[src/rtl/noc_traffic_injector_pkg.sv]
//==============================================================================
// Module      : noc_pkg
// Description : Shared types and constants for the NoC traffic injector.
//               PE count, field widths, the per-slot state encoding, the
//               queued command record and a saturating counter helper.
// Revision    : 1.0 - initial release
//==============================================================================
`default_nettype none

package noc_pkg;

    localparam int PE_COUNT = 4;
    localparam int ID_W     = 2;
    localparam int NIBBLE_W = 4;
    localparam int CNT_W    = 16;

    typedef enum logic [1:0] {
        IDLE      = 2'd0,
        DRIVE     = 2'd1,
        WAIT_BUSY = 2'd2,
        WAIT_IDLE = 2'd3
    } slot_state_t;

    typedef struct packed {
        logic [ID_W-1:0]     src;
        logic [ID_W-1:0]     dest;
        logic [NIBBLE_W-1:0] data;
    } cmd_t;

    // Adds a small increment (0..PE_COUNT) and clamps at all-ones.
    function automatic logic [CNT_W-1:0] sat_add(input logic [CNT_W-1:0] a,
                                                 input logic [2:0]       b);
        logic [CNT_W:0] sum;
        sum = {1'b0, a} + {{(CNT_W-2){1'b0}}, b};
        return sum[CNT_W] ? {CNT_W{1'b1}} : sum[CNT_W-1:0];
    endfunction

endpackage

`default_nettype wire

[src/rtl/noc_traffic_injector_slot.sv]
//==============================================================================
// Module      : noc_inj_slot
// Description : Per-PE injection slot. Holds one dispatched command, drives
//               its nibble/dest toward the PE and tracks the busy handshake.
//               Optional WAIT_BUSY timeout when NOC_INJ_TIMEOUT_EN is defined.
// Ports       : clk, rst        - clock, synchronous active-high reset
//               load            - capture load_dest/load_data (only when idle)
//               pe_busy         - busy from the PE
//               idle            - slot can take a command
//               done            - one-cycle pulse: command completed
//               timeout         - one-cycle pulse: WAIT_BUSY expired
//               nibble_out      - nibble to the NoC (0 = no request)
//               dest_out        - last dispatched destination ID
// Revision    : 1.0 - initial release
//==============================================================================
`default_nettype none

module noc_inj_slot
    import noc_pkg::*;
#(
    parameter int HOLD_CYCLES = 2
`ifdef NOC_INJ_TIMEOUT_EN
    ,
    parameter int TIMEOUT     = 64
`endif
) (
    input  logic                clk,
    input  logic                rst,
    input  logic                load,
    input  logic [ID_W-1:0]     load_dest,
    input  logic [NIBBLE_W-1:0] load_data,
    input  logic                pe_busy,
    output logic                idle,
    output logic                done,
    output logic                timeout,
    output logic [NIBBLE_W-1:0] nibble_out,
    output logic [ID_W-1:0]     dest_out
);

    localparam int                  c_hold_w    = $clog2(HOLD_CYCLES + 1);
    localparam logic [c_hold_w-1:0] c_hold_last = c_hold_w'(HOLD_CYCLES - 1);

    slot_state_t         r_state;
    slot_state_t         w_state_next;
    logic [c_hold_w-1:0] r_hold_cnt;
    logic [NIBBLE_W-1:0] r_nibble;
    logic [ID_W-1:0]     r_dest;
    logic                w_expired;

`ifdef NOC_INJ_TIMEOUT_EN
    localparam int                c_to_w    = $clog2(TIMEOUT + 1);
    localparam logic [c_to_w-1:0] c_to_last = c_to_w'(TIMEOUT - 1);

    logic [c_to_w-1:0] r_to_cnt;

    // Counts cycles spent in WAIT_BUSY; the last one without busy expires.
    always_ff @(posedge clk) begin
        if (rst || r_state != WAIT_BUSY) begin
            r_to_cnt <= '0;
        end else begin
            r_to_cnt <= r_to_cnt + 1'b1;
        end
    end

    assign w_expired = (r_to_cnt == c_to_last);
`else
    assign w_expired = 1'b0;
`endif

    always_comb begin
        w_state_next = r_state;
        done         = 1'b0;
        timeout      = 1'b0;
        case (r_state)
            IDLE: begin
                if (load) w_state_next = DRIVE;
            end
            DRIVE: begin
                // busy is ignored here: the nibble must be held first.
                if (r_hold_cnt == c_hold_last) w_state_next = WAIT_BUSY;
            end
            WAIT_BUSY: begin
                // Busy already high on entry is taken as acceptance.
                if (pe_busy) begin
                    w_state_next = WAIT_IDLE;
                end else if (w_expired) begin
                    w_state_next = IDLE;
                    timeout      = 1'b1;
                end
            end
            WAIT_IDLE: begin
                if (!pe_busy) begin
                    w_state_next = IDLE;
                    done         = 1'b1;
                end
            end
            default: w_state_next = IDLE;
        endcase
    end

    always_ff @(posedge clk) begin
        if (rst) begin
            r_state    <= IDLE;
            r_hold_cnt <= '0;
            r_nibble   <= '0;
            r_dest     <= '0;
        end else begin
            r_state <= w_state_next;

            if (r_state == DRIVE) begin
                r_hold_cnt <= r_hold_cnt + 1'b1;
            end else begin
                r_hold_cnt <= '0;
            end

            if (r_state == IDLE && load) begin
                r_nibble <= load_data;
                r_dest   <= load_dest;
            end else if (r_state == WAIT_BUSY && w_state_next != WAIT_BUSY) begin
                // Leaving WAIT_BUSY (accepted or expired) withdraws the request;
                // dest is left untouched on purpose.
                r_nibble <= '0;
            end
        end
    end

    assign idle       = (r_state == IDLE);
    assign nibble_out = r_nibble;
    assign dest_out   = r_dest;

endmodule

`default_nettype wire

[src/rtl/noc_traffic_injector.sv]
//==============================================================================
// Module      : noc_traffic_injector
// Description : Host-command injector for the 4-PE NoC. Buffers commands in
//               an in-order FIFO, dispatches one per cycle to per-PE slots
//               (head-of-line blocking), drops zero-payload commands, and
//               counts completions and drops with saturation.
//               Build option: NOC_INJ_TIMEOUT_EN enables the WAIT_BUSY timeout
//               and the sticky err_timeout flags (tied to 0 otherwise).
// Ports       : clk, rst                        - clock, sync active-high reset
//               cmd_valid/cmd_ready             - host command handshake
//               cmd_src, cmd_dest, cmd_data     - command fields
//               ext_data_in[16], dest[8]        - per-PE nibble / dest to NoC
//               pe_busy[4]                      - per-PE busy from NoC
//               sent_count, drop_count          - saturating event counters
//               err_timeout[4]                  - sticky per-PE timeout flags
// Revision    : 1.0 - initial release
//==============================================================================
`default_nettype none

module noc_traffic_injector
    import noc_pkg::*;
#(
    parameter int FIFO_DEPTH  = 8,
    parameter int HOLD_CYCLES = 2,
    parameter int TIMEOUT     = 64
) (
    input  logic                         clk,
    input  logic                         rst,
    input  logic                         cmd_valid,
    output logic                         cmd_ready,
    input  logic [ID_W-1:0]              cmd_src,
    input  logic [ID_W-1:0]              cmd_dest,
    input  logic [NIBBLE_W-1:0]          cmd_data,
    output logic [PE_COUNT*NIBBLE_W-1:0] ext_data_in,
    output logic [PE_COUNT*ID_W-1:0]     dest,
    input  logic [PE_COUNT-1:0]          pe_busy,
    output logic [CNT_W-1:0]             sent_count,
    output logic [CNT_W-1:0]             drop_count,
    output logic [PE_COUNT-1:0]          err_timeout
);

    localparam int c_aw = $clog2(FIFO_DEPTH);

    // Command FIFO: pointers carry one extra wrap bit to tell full from empty.
    cmd_t            r_fifo [FIFO_DEPTH];
    logic [c_aw:0]   r_wr_ptr;
    logic [c_aw:0]   r_rd_ptr;
    logic            w_empty;
    logic            w_full;
    logic            w_push;
    logic            w_pop;
    cmd_t            w_head;

    logic                r_drop_pending;
    logic                w_drop;
    logic [PE_COUNT-1:0] w_load;
    logic [PE_COUNT-1:0] w_slot_idle;
    logic [PE_COUNT-1:0] w_done;
    logic [PE_COUNT-1:0] w_timeout;
    logic [2:0]          w_done_cnt;
    logic [CNT_W-1:0]    r_sent_count;
    logic [CNT_W-1:0]    r_drop_count;

    assign w_empty   = (r_wr_ptr == r_rd_ptr);
    assign w_full    = (r_wr_ptr[c_aw] != r_rd_ptr[c_aw]) &&
                       (r_wr_ptr[c_aw-1:0] == r_rd_ptr[c_aw-1:0]);
    // Readiness depends only on fullness, so a same-cycle pop never frees a slot.
    assign cmd_ready = !w_full;
    assign w_push    = cmd_valid && !w_full;
    assign w_head    = r_fifo[r_rd_ptr[c_aw-1:0]];

    always_ff @(posedge clk) begin
        if (w_push) begin
            r_fifo[r_wr_ptr[c_aw-1:0]] <= '{src: cmd_src, dest: cmd_dest, data: cmd_data};
        end
    end

    always_ff @(posedge clk) begin
        if (rst) begin
            r_wr_ptr <= '0;
            r_rd_ptr <= '0;
        end else begin
            if (w_push) r_wr_ptr <= r_wr_ptr + 1'b1;
            if (w_pop)  r_rd_ptr <= r_rd_ptr + 1'b1;
        end
    end

    // Dispatcher: one strictly in-order decision on the head per cycle.
    always_comb begin
        w_pop  = 1'b0;
        w_drop = 1'b0;
        w_load = '0;
        if (!w_empty) begin
            if (w_head.data == '0) begin
                w_pop  = 1'b1;
                w_drop = 1'b1;
            end else if (w_slot_idle[w_head.src]) begin
                w_pop              = 1'b1;
                w_load[w_head.src] = 1'b1;
            end
        end
    end

    // Unused marker keeps the register name aligned with the drop pulse for debug.
    always_ff @(posedge clk) begin
        if (rst) r_drop_pending <= 1'b0;
        else     r_drop_pending <= w_drop;
    end

    generate
        for (genvar i = 0; i < PE_COUNT; i++) begin : g_slot
            noc_inj_slot #(
                .HOLD_CYCLES (HOLD_CYCLES)
`ifdef NOC_INJ_TIMEOUT_EN
                ,
                .TIMEOUT     (TIMEOUT)
`endif
            ) u_slot (
                .clk        (clk),
                .rst        (rst),
                .load       (w_load[i]),
                .load_dest  (w_head.dest),
                .load_data  (w_head.data),
                .pe_busy    (pe_busy[i]),
                .idle       (w_slot_idle[i]),
                .done       (w_done[i]),
                .timeout    (w_timeout[i]),
                .nibble_out (ext_data_in[NIBBLE_W*i +: NIBBLE_W]),
                .dest_out   (dest[ID_W*i +: ID_W])
            );
        end
    endgenerate

    always_comb begin
        w_done_cnt = '0;
        for (int i = 0; i < PE_COUNT; i++) begin
            w_done_cnt = w_done_cnt + {2'b00, w_done[i]};
        end
    end

    always_ff @(posedge clk) begin
        if (rst) begin
            r_sent_count <= '0;
            r_drop_count <= '0;
        end else begin
            if (|w_done) r_sent_count <= sat_add(r_sent_count, w_done_cnt);
            if (w_drop)  r_drop_count <= sat_add(r_drop_count, 3'd1);
        end
    end

    assign sent_count = r_sent_count;
    assign drop_count = r_drop_count;

`ifdef NOC_INJ_TIMEOUT_EN
    logic [PE_COUNT-1:0] r_err_timeout;

    always_ff @(posedge clk) begin
        if (rst) r_err_timeout <= '0;
        else     r_err_timeout <= r_err_timeout | w_timeout;
    end

    assign err_timeout = r_err_timeout;

    logic w_unused_drop;
    assign w_unused_drop = r_drop_pending;
`else
    localparam int c_unused_timeout = TIMEOUT;

    logic w_unused_sig;
    assign w_unused_sig = (|w_timeout) | r_drop_pending;

    assign err_timeout = '0;
`endif

endmodule

`default_nettype wire

[config.mk]
export PLATFORM = sky130hd
export DESIGN_NAME = noc_traffic_injector
export DESIGN_NICKNAME = d
export VERILOG_FILES = /design/src/rtl/noc_traffic_injector_pkg.sv /design/src/rtl/noc_traffic_injector_slot.sv /design/src/rtl/noc_traffic_injector.sv
export SDC_FILE = /design/constraint.sdc
export NUM_CORES = 1
export LEC_CHECK = 0
export CORE_UTILIZATION = 55
export CTS_CLUSTER_DIAMETER = 60
export DETAILED_ROUTE_END_ITERATION = 8
export DONT_BUFFER_PORTS = 1
export PLACE_DENSITY = 0.8
export SLEW_MARGIN = 20
export SYNTH_ARGS = -nofsm -noshare
export SYNTH_HDL_FRONTEND = slang
export SYNTH_SLANG_ARGS = --single-unit
[constraint.sdc]
create_clock -name clk -period 3.4 [get_ports clk]
set_clock_uncertainty 0.2 [all_clocks]
set_input_delay 0.51 -clock clk [delete_from_list [all_inputs] [get_ports clk]]
set_output_delay 0.51 -clock clk [all_outputs]
set_load 0.05 [all_outputs]
======== After elaboration in Yosys (flattened, before gate mapping) ========
Memories as Yosys holds them, arrays and structs flattened. A register that Yosys moved wholly into a read port is not among the register bits.
Index checks and enable logic that the tools add are counted.
word-level totals
  register bits ........................... 80
  latch bits .............................. 0
  memory bits (writable) .................. 64
  memory bits (read-only) ................. 0
  input port bits ......................... 15
  output and inout port bits .............. 61
  word-level logic and storage cells ...... 141
  memories ................................ 1
memories
  name    words  width  rd ports  clocked after Yosys merged registers in  wr ports  line                        RTL
  r_fifo  8      8      1         1                                        1         noc_traffic_injector.sv:45  cmd_t r_fifo [FIFO_DEPTH];
operators by class
  $add $sub $neg .......................... 11
  multipliers ............................. 0
  divide/modulo/power cells ............... 0
  order comparisons ....................... 2
  equality and inequality tests ........... 23
  shift-type cells ........................ 0
  multiplexer cells ....................... 54
  bitwise operators ....................... 4
  reduce and logical (&&, ||, !) cells .... 26
operators with widths
  kind                                                 number
  2-to-1 mux 4 bit                                     11
  2-to-1 mux 16 bit                                    2
  2-to-1 mux 2 bit                                     16
  one-hot mux 2 bit (4 select lines)                   4
  adder 16 x 1 -> 17 bit, second input constant        1
  adder 16 x 3 -> 17 bit                               1
  2-to-1 mux 1 bit                                     17
  equality test 2 x 1 -> 1 bit, second input constant  8
  equality test 2 bit, second input constant           8
  logical AND 1 bit                                    11
  adder 2 x 1 -> 2 bit, second input constant          4
  adder 4 x 1 -> 4 bit, second input constant          2
  logical NOT 2 bit                                    4
  inequality test 2 bit, second input constant         4
  nonzero test 2 bit                                   4
  OR reduction 2 bit                                   4
  2-to-1 mux 3 bit                                     2
  equality test 4 bit                                  1
  logical NOT 4 bit                                    1
  inverter 1 bit                                       4
  OR reduction 4 bit                                   1
  adder 2 x 1 -> 3 bit                                 1
  adder 3 x 1 -> 3 bit                                 1
  equality test 3 bit                                  1
  7 further kinds                                      7

======== Depth between registers and ports, before layout ========
  word-level depth ........................ 13
  gate-level depth with buffers ........... 11
  gate-level depth less buffers ........... 10

======== Hierarchy ========
From an unflattened synthesis, not the netlist that was laid out.
unflattened totals
  cells, all modules ...................... 536
  area, all modules ....................... 6466.2 µm²
by module, submodules not included
  module                times used  cells an instance  area each (µm²)  seq. area each (µm²)
  noc_traffic_injector  1           372                4749.6           2782.7
  noc_inj_slot          4           41                 429.2            200.2

======== Worst setup path before layout ========
OpenSTA, ideal clock, no wires.
  kind .................................... register to register
  start ................................... register r_sent_count[0] (netlist: sent_count[0])
  end ..................................... register r_sent_count[13] (netlist: sent_count[13])
  library setup time ...................... 70 ps
  data arrival time ....................... 2938 ps
  data required time ...................... 3130 ps
  slack ................................... 192 ps
  cell stages (with the launch flop) ...... 10
  path buffers ............................ 0
  period minus slack after synthesis ...... 3208 ps
  path through ............................ dfxtp_1 inv_1 fa_1 fa_1 nor2b_1 o21ai_0 nor4b_1 nand3_1 xor2_1 a21oi_1
between the ends
  word-level cells in the longest chain between the ends .. 2
RTL lines
  what                    line                            RTL
  start, declared         noc_traffic_injector.sv:61      logic [CNT_W-1:0] r_sent_count;
  start signal, assigned  noc_traffic_injector.sv:146     if (|w_done) r_sent_count <= sat_add(r_sent_count, w_done_cnt);
  adder 16 x 3 -> 17 bit  noc_traffic_injector_pkg.sv:34  sum = {1'b0, a} + {{(CNT_W-2){1'b0}}, b};
  2-to-1 mux 16 bit       noc_traffic_injector_pkg.sv:35  return sum[CNT_W] ? {CNT_W{1'b1}} : sum[CNT_W-1:0];
Every way passes these cells.
A chain may end at the register's enable or synchronous reset.

======== Final worst setup path ========
  start ................................... register g_slot[2].u_slot.r_state[1]
  end ..................................... register r_sent_count[13] (netlist: sent_count[13])
between the ends
  word-level cells in the longest chain between the ends .. 6
  elaborated cells between the ends (all ways) .. 7
  classes of those cells .................. add/sub: 3; eq/ne: 1; mux: 2; reduce/logical: 1
RTL lines
  what                    line                              RTL
  start, declared         noc_traffic_injector_slot.sv:43   slot_state_t r_state;
  start signal, assigned  noc_traffic_injector_slot.sv:108  r_state <= w_state_next;
  equality test 2 bit *   noc_traffic_injector_slot.sv:74   case (r_state)
  2-to-1 mux 1 bit *      noc_traffic_injector_slot.sv:74
  adder 2 x 1 -> 3 bit    noc_traffic_injector.sv:137       w_done_cnt = w_done_cnt + {2'b00, w_done[i]};
  adder 3 x 1 -> 3 bit    noc_traffic_injector.sv:137
  adder 16 x 3 -> 17 bit  noc_traffic_injector_pkg.sv:34
  2-to-1 mux 16 bit       noc_traffic_injector_pkg.sv:35
Mark *: on every way between the ends. The rest lies on a longest branch, timed or not.

==> summary.md <==
| Metric | Value |
|---|---|
| Seq cells post-synth | `147` |
| Max Freq | `323 MHz` |
| CP cell instances | `nand3b_1 > fa_1 > fa_1 > nor2b_1 > o21ai_0 > nor4b_2 > nand3_1 > xor2_1 > a21oi_1` |
| Nets | `601` |
| Yosys cell types | `48` |
| Clock slew at reported path FFs | `0.06 ns` |
| Synth top area cells | `edfxtp_1, dfxtp_1, mux4_2` |
| GRT overflow | `0` |
| R2R depth | `9` |
| Worst Setup End Kind | `register` |
| Synth cell count leaders | `dfxtp_1, edfxtp_1, nor2_1, nand2_1, mux2i_1` |
| Area of the multi-input gates | `2650 um2` |
| Largest area contributor in the netlist | `edfxtp_1` |
| Bufs and invs on worst path | `0` |
| Max Cap Viol | `0` |
| Crit Path Max Fanout | `8` |
| Drt drc | `0` |
| Initial antenna violation count | `0` |
| Worst setup SP type | `register` |
| Post-detail-place hpwl | `9270 um` |
| Final-layout fill cell count | `801` |
| Asr flop ratio synth | `0%` |
| Worst-Margin Slew | `0.890 ns` |
| Starting Density | `56.3%` |
| Port Buffers | `0` |
| Drt total wl | `13700 um` |
| WHS Path Cells | `2` |
| Setup violations, final | `0` |
| R2R Setup Slk | `0.31 ns` |
| Die width | `110 um` |
| Slew headroom | `40.4%` |
| Final critical-path share of the clock period | `90.9%` |
| Share of layout cells above drive strength 1 | `17.3%` |
| Worst hold start | `cmd_valid` |
| Register area | `3580 um2` |
| Period minus WS final | `3.09 ns` |
| Core Region | `11400 um2` |
| R2r endpoint | `sent_count[13]$_SDFFE_PP0P_` |
| Total CTS buffers | `17` |
| RSZ-0062 raised after global routing | `no` |
| Via count | `4465` |
| Yosys top cell area share | `29.9%` |
| Levels on crit path | `9` |
| First-pass GRT wire length | `21300 um` |
| # rows | `39` |
| CP Class | `register to register` |
| Largest net degree at the start of global routing | `49` |
| DRT antenna net count | `0` |
| Seq/Total Area, Yosys | `55.8%` |
| Overall Power | `5.04 mW` |
| Number of global-route vias before repair | `4261` |
| EDFF count, synth | `64` |
| Yosys warnings | `0` |
| Maximum vdd drop | `0.000460 V` |
| Pwr Density | `681 nW/um2` |
| Pleak | `2.51 nW` |
| # IOs | `76` |
| Inserted Diodes | `0` |
| P&R area growth vs syn | `15.2%` |
| CTS tree | `yes` |
| Clk root buf | `clkbuf_16` |
| Gr usage total | `24.0%` |
| Worst Path Required | `3.54 ns` |
| Post-Syn Area | `6420 um2` |
| Die extent in y | `110 um` |
| Crit path from | `g_slot[2].u_slot.r_state[1]$_SDFF_PP0_` |
| Post-CTS setup buffers | `0` |
| Placed cell area | `6740 um2` |
| Arrival time worst endpoint | `3.24 ns` |
| Worst hold slack | `0.0624 ns` |
| Syn Area/Cell | `11.9 um2` |
| TritonRoute pass-1 iters | `5` |
| Iter 0 DRT Violations | `434` |
| RePlAce Congestion | `0.835` |
| Status | `finished, final reports clean` |
| Min-delay worst type | `input pin to register` |
| Worst Hold End | `r_wr_ptr[1]$_SDFFE_PP0P_` |
| Hold Fails Final Rpt | `0` |
| Worst r2r src | `g_slot[2].u_slot.r_state[1]$_SDFF_PP0_` |
| Clk buf depth | `2` |
| CP max stage delay | `0.49 ns` |
| WL per Instance | `18.7 um` |
| Fin Setup TNS | `0 ns` |
| Cell with the most instances after synthesis | `dfxtp_1` |
| Ys flop type | `dfxtp_1` |
| Worst-Skew Late Latency | `0.42 ns` |
| Final Max Tran Viols | `0` |
| Syn Inst Count | `538` |
| Critical path's top delay family | `adder cells` |
| Avg Vias per Cell | `6.11` |
| Clock sinks | `147` |
| Most used cell, CP | `fa_1` |
| H-tree Lvls | `4` |
| CP max-delay cell | `fa_1` |
| Die ar. | `12100 um2` |
| Post-Layout Inst Area | `7400 um2` |
[power breakdown]
group	leakage (nW)	switching, mW	internal, mW
combinational	0.986	0.525	0.411
sequential	1.25	0.370	1.99
clock	0.275	0.707	1.03
total	2.51	1.60	3.44
[cell usage in the layout, fill, tap and decap left out, drive strengths merged, types with 16 or more instances in the layout]
cell,count
a21oi,30
buf,35
clkbuf,21
dfxtp,83
edfxtp,64
inv,23
mux2i,31
mux4,17
nand2,33
nand2b,18
nor2,35
nor3,16
[routing by layer]
layer  vias to the layer above  share of wire, %  track usage [%]
li1                       2067                 -                -
met1                      2161                40             27.8
met2                       198                50             39.9
met3                        39               7.0             7.58
met4                         0               3.2             12.3
met5                         -                 0                0
[worst max-delay path by stage]
stage / slack, ns / endpoint
after detailed placement: 0.19 / sent_count[13]$_SDFFE_PP0P_
after global routing: 0.13 / sent_count[13]$_SDFFE_PP0P_
after floorplan: 0.19 / sent_count[13]$_SDFFE_PP0P_
final: 0.31 / sent_count[13]$_SDFFE_PP0P_
after global placement: 0.31 / sent_count[15]$_SDFFE_PP0P_
after CTS: 0.23 / sent_count[13]$_SDFFE_PP0P_
[worst reg2reg max path: stages (launching register included)]
cell and delay (ns):
dfxtp_1 0.48, nand3b_1 0.19, fa_1 0.49, fa_1 0.46, nor2b_1 0.12, o21ai_0 0.19
nor4b_2 0.39, nand3_1 0.16, xor2_1 0.20, a21oi_1 0.16
[flip-flops by register name, summed over array words and instances, names as in the netlist, named ones only]
signal	count
g_slot.u_slot.dest_out	8
drop_count	16
sent_count	16
g_slot.u_slot.nibble_out	16
r_rd_ptr	4
r_fifo	64
g_slot.u_slot.r_state	8
g_slot.u_slot.r_hold_cnt	8
r_wr_ptr	4
[logic make-up (layout without fill, tap and decap cells)]
kind of cell,count (synthesis),in the layout,share of synthesized area (%)
AOI/OAI and AO/OA,81,81,8.12
xor gates and xnor gates,19,19,2.59
adders and majority gates,11,11,2.49
buffers and inverters,47,94,3.17
DFF,147,147,55.8
muxes,53,53,11.8
other,1,4,0.0584
and+or+nand+nor,179,179,15.9
[stage by stage]
| step | util (%) | setup WS (ns) | instances |
|---|---|---|---|
| finish | 64.8 | 0.309 | 731 |
| global route | 64.8 | 0.130 | 731 |
| CTS | 64.7 | 0.230 | 731 |
| detailed placement | 59.0 | 0.186 | 690 |
| global placement | 59.0 | 0.312 | 690 |
| floorplan | - | 0.192 | 541 |
[final cells by class]
| cell class | count | share of cell area (%) |
|---|---|---|
| Clock buffer | 21 | 6.12 |
| Multi-Input combinational cell | 347 | 35.9 |
| Timing Repair Buffer | 43 | 4.80 |
| Sequential cell | 147 | 48.4 |
| Clock inverter | 11 | 1.39 |
| Tap cell | 143 | 2.42 |
| Inverter | 19 | 0.964 |
[timing repair]
item                                    in CTS  in global routing
endpoints found under the setup margin       0                  1
endpoints found under the hold margin      112                  0
hold buffers                                 9                  0
resized for setup                            0                  1
Note: power is estimated with default switching activity, not from simulation.
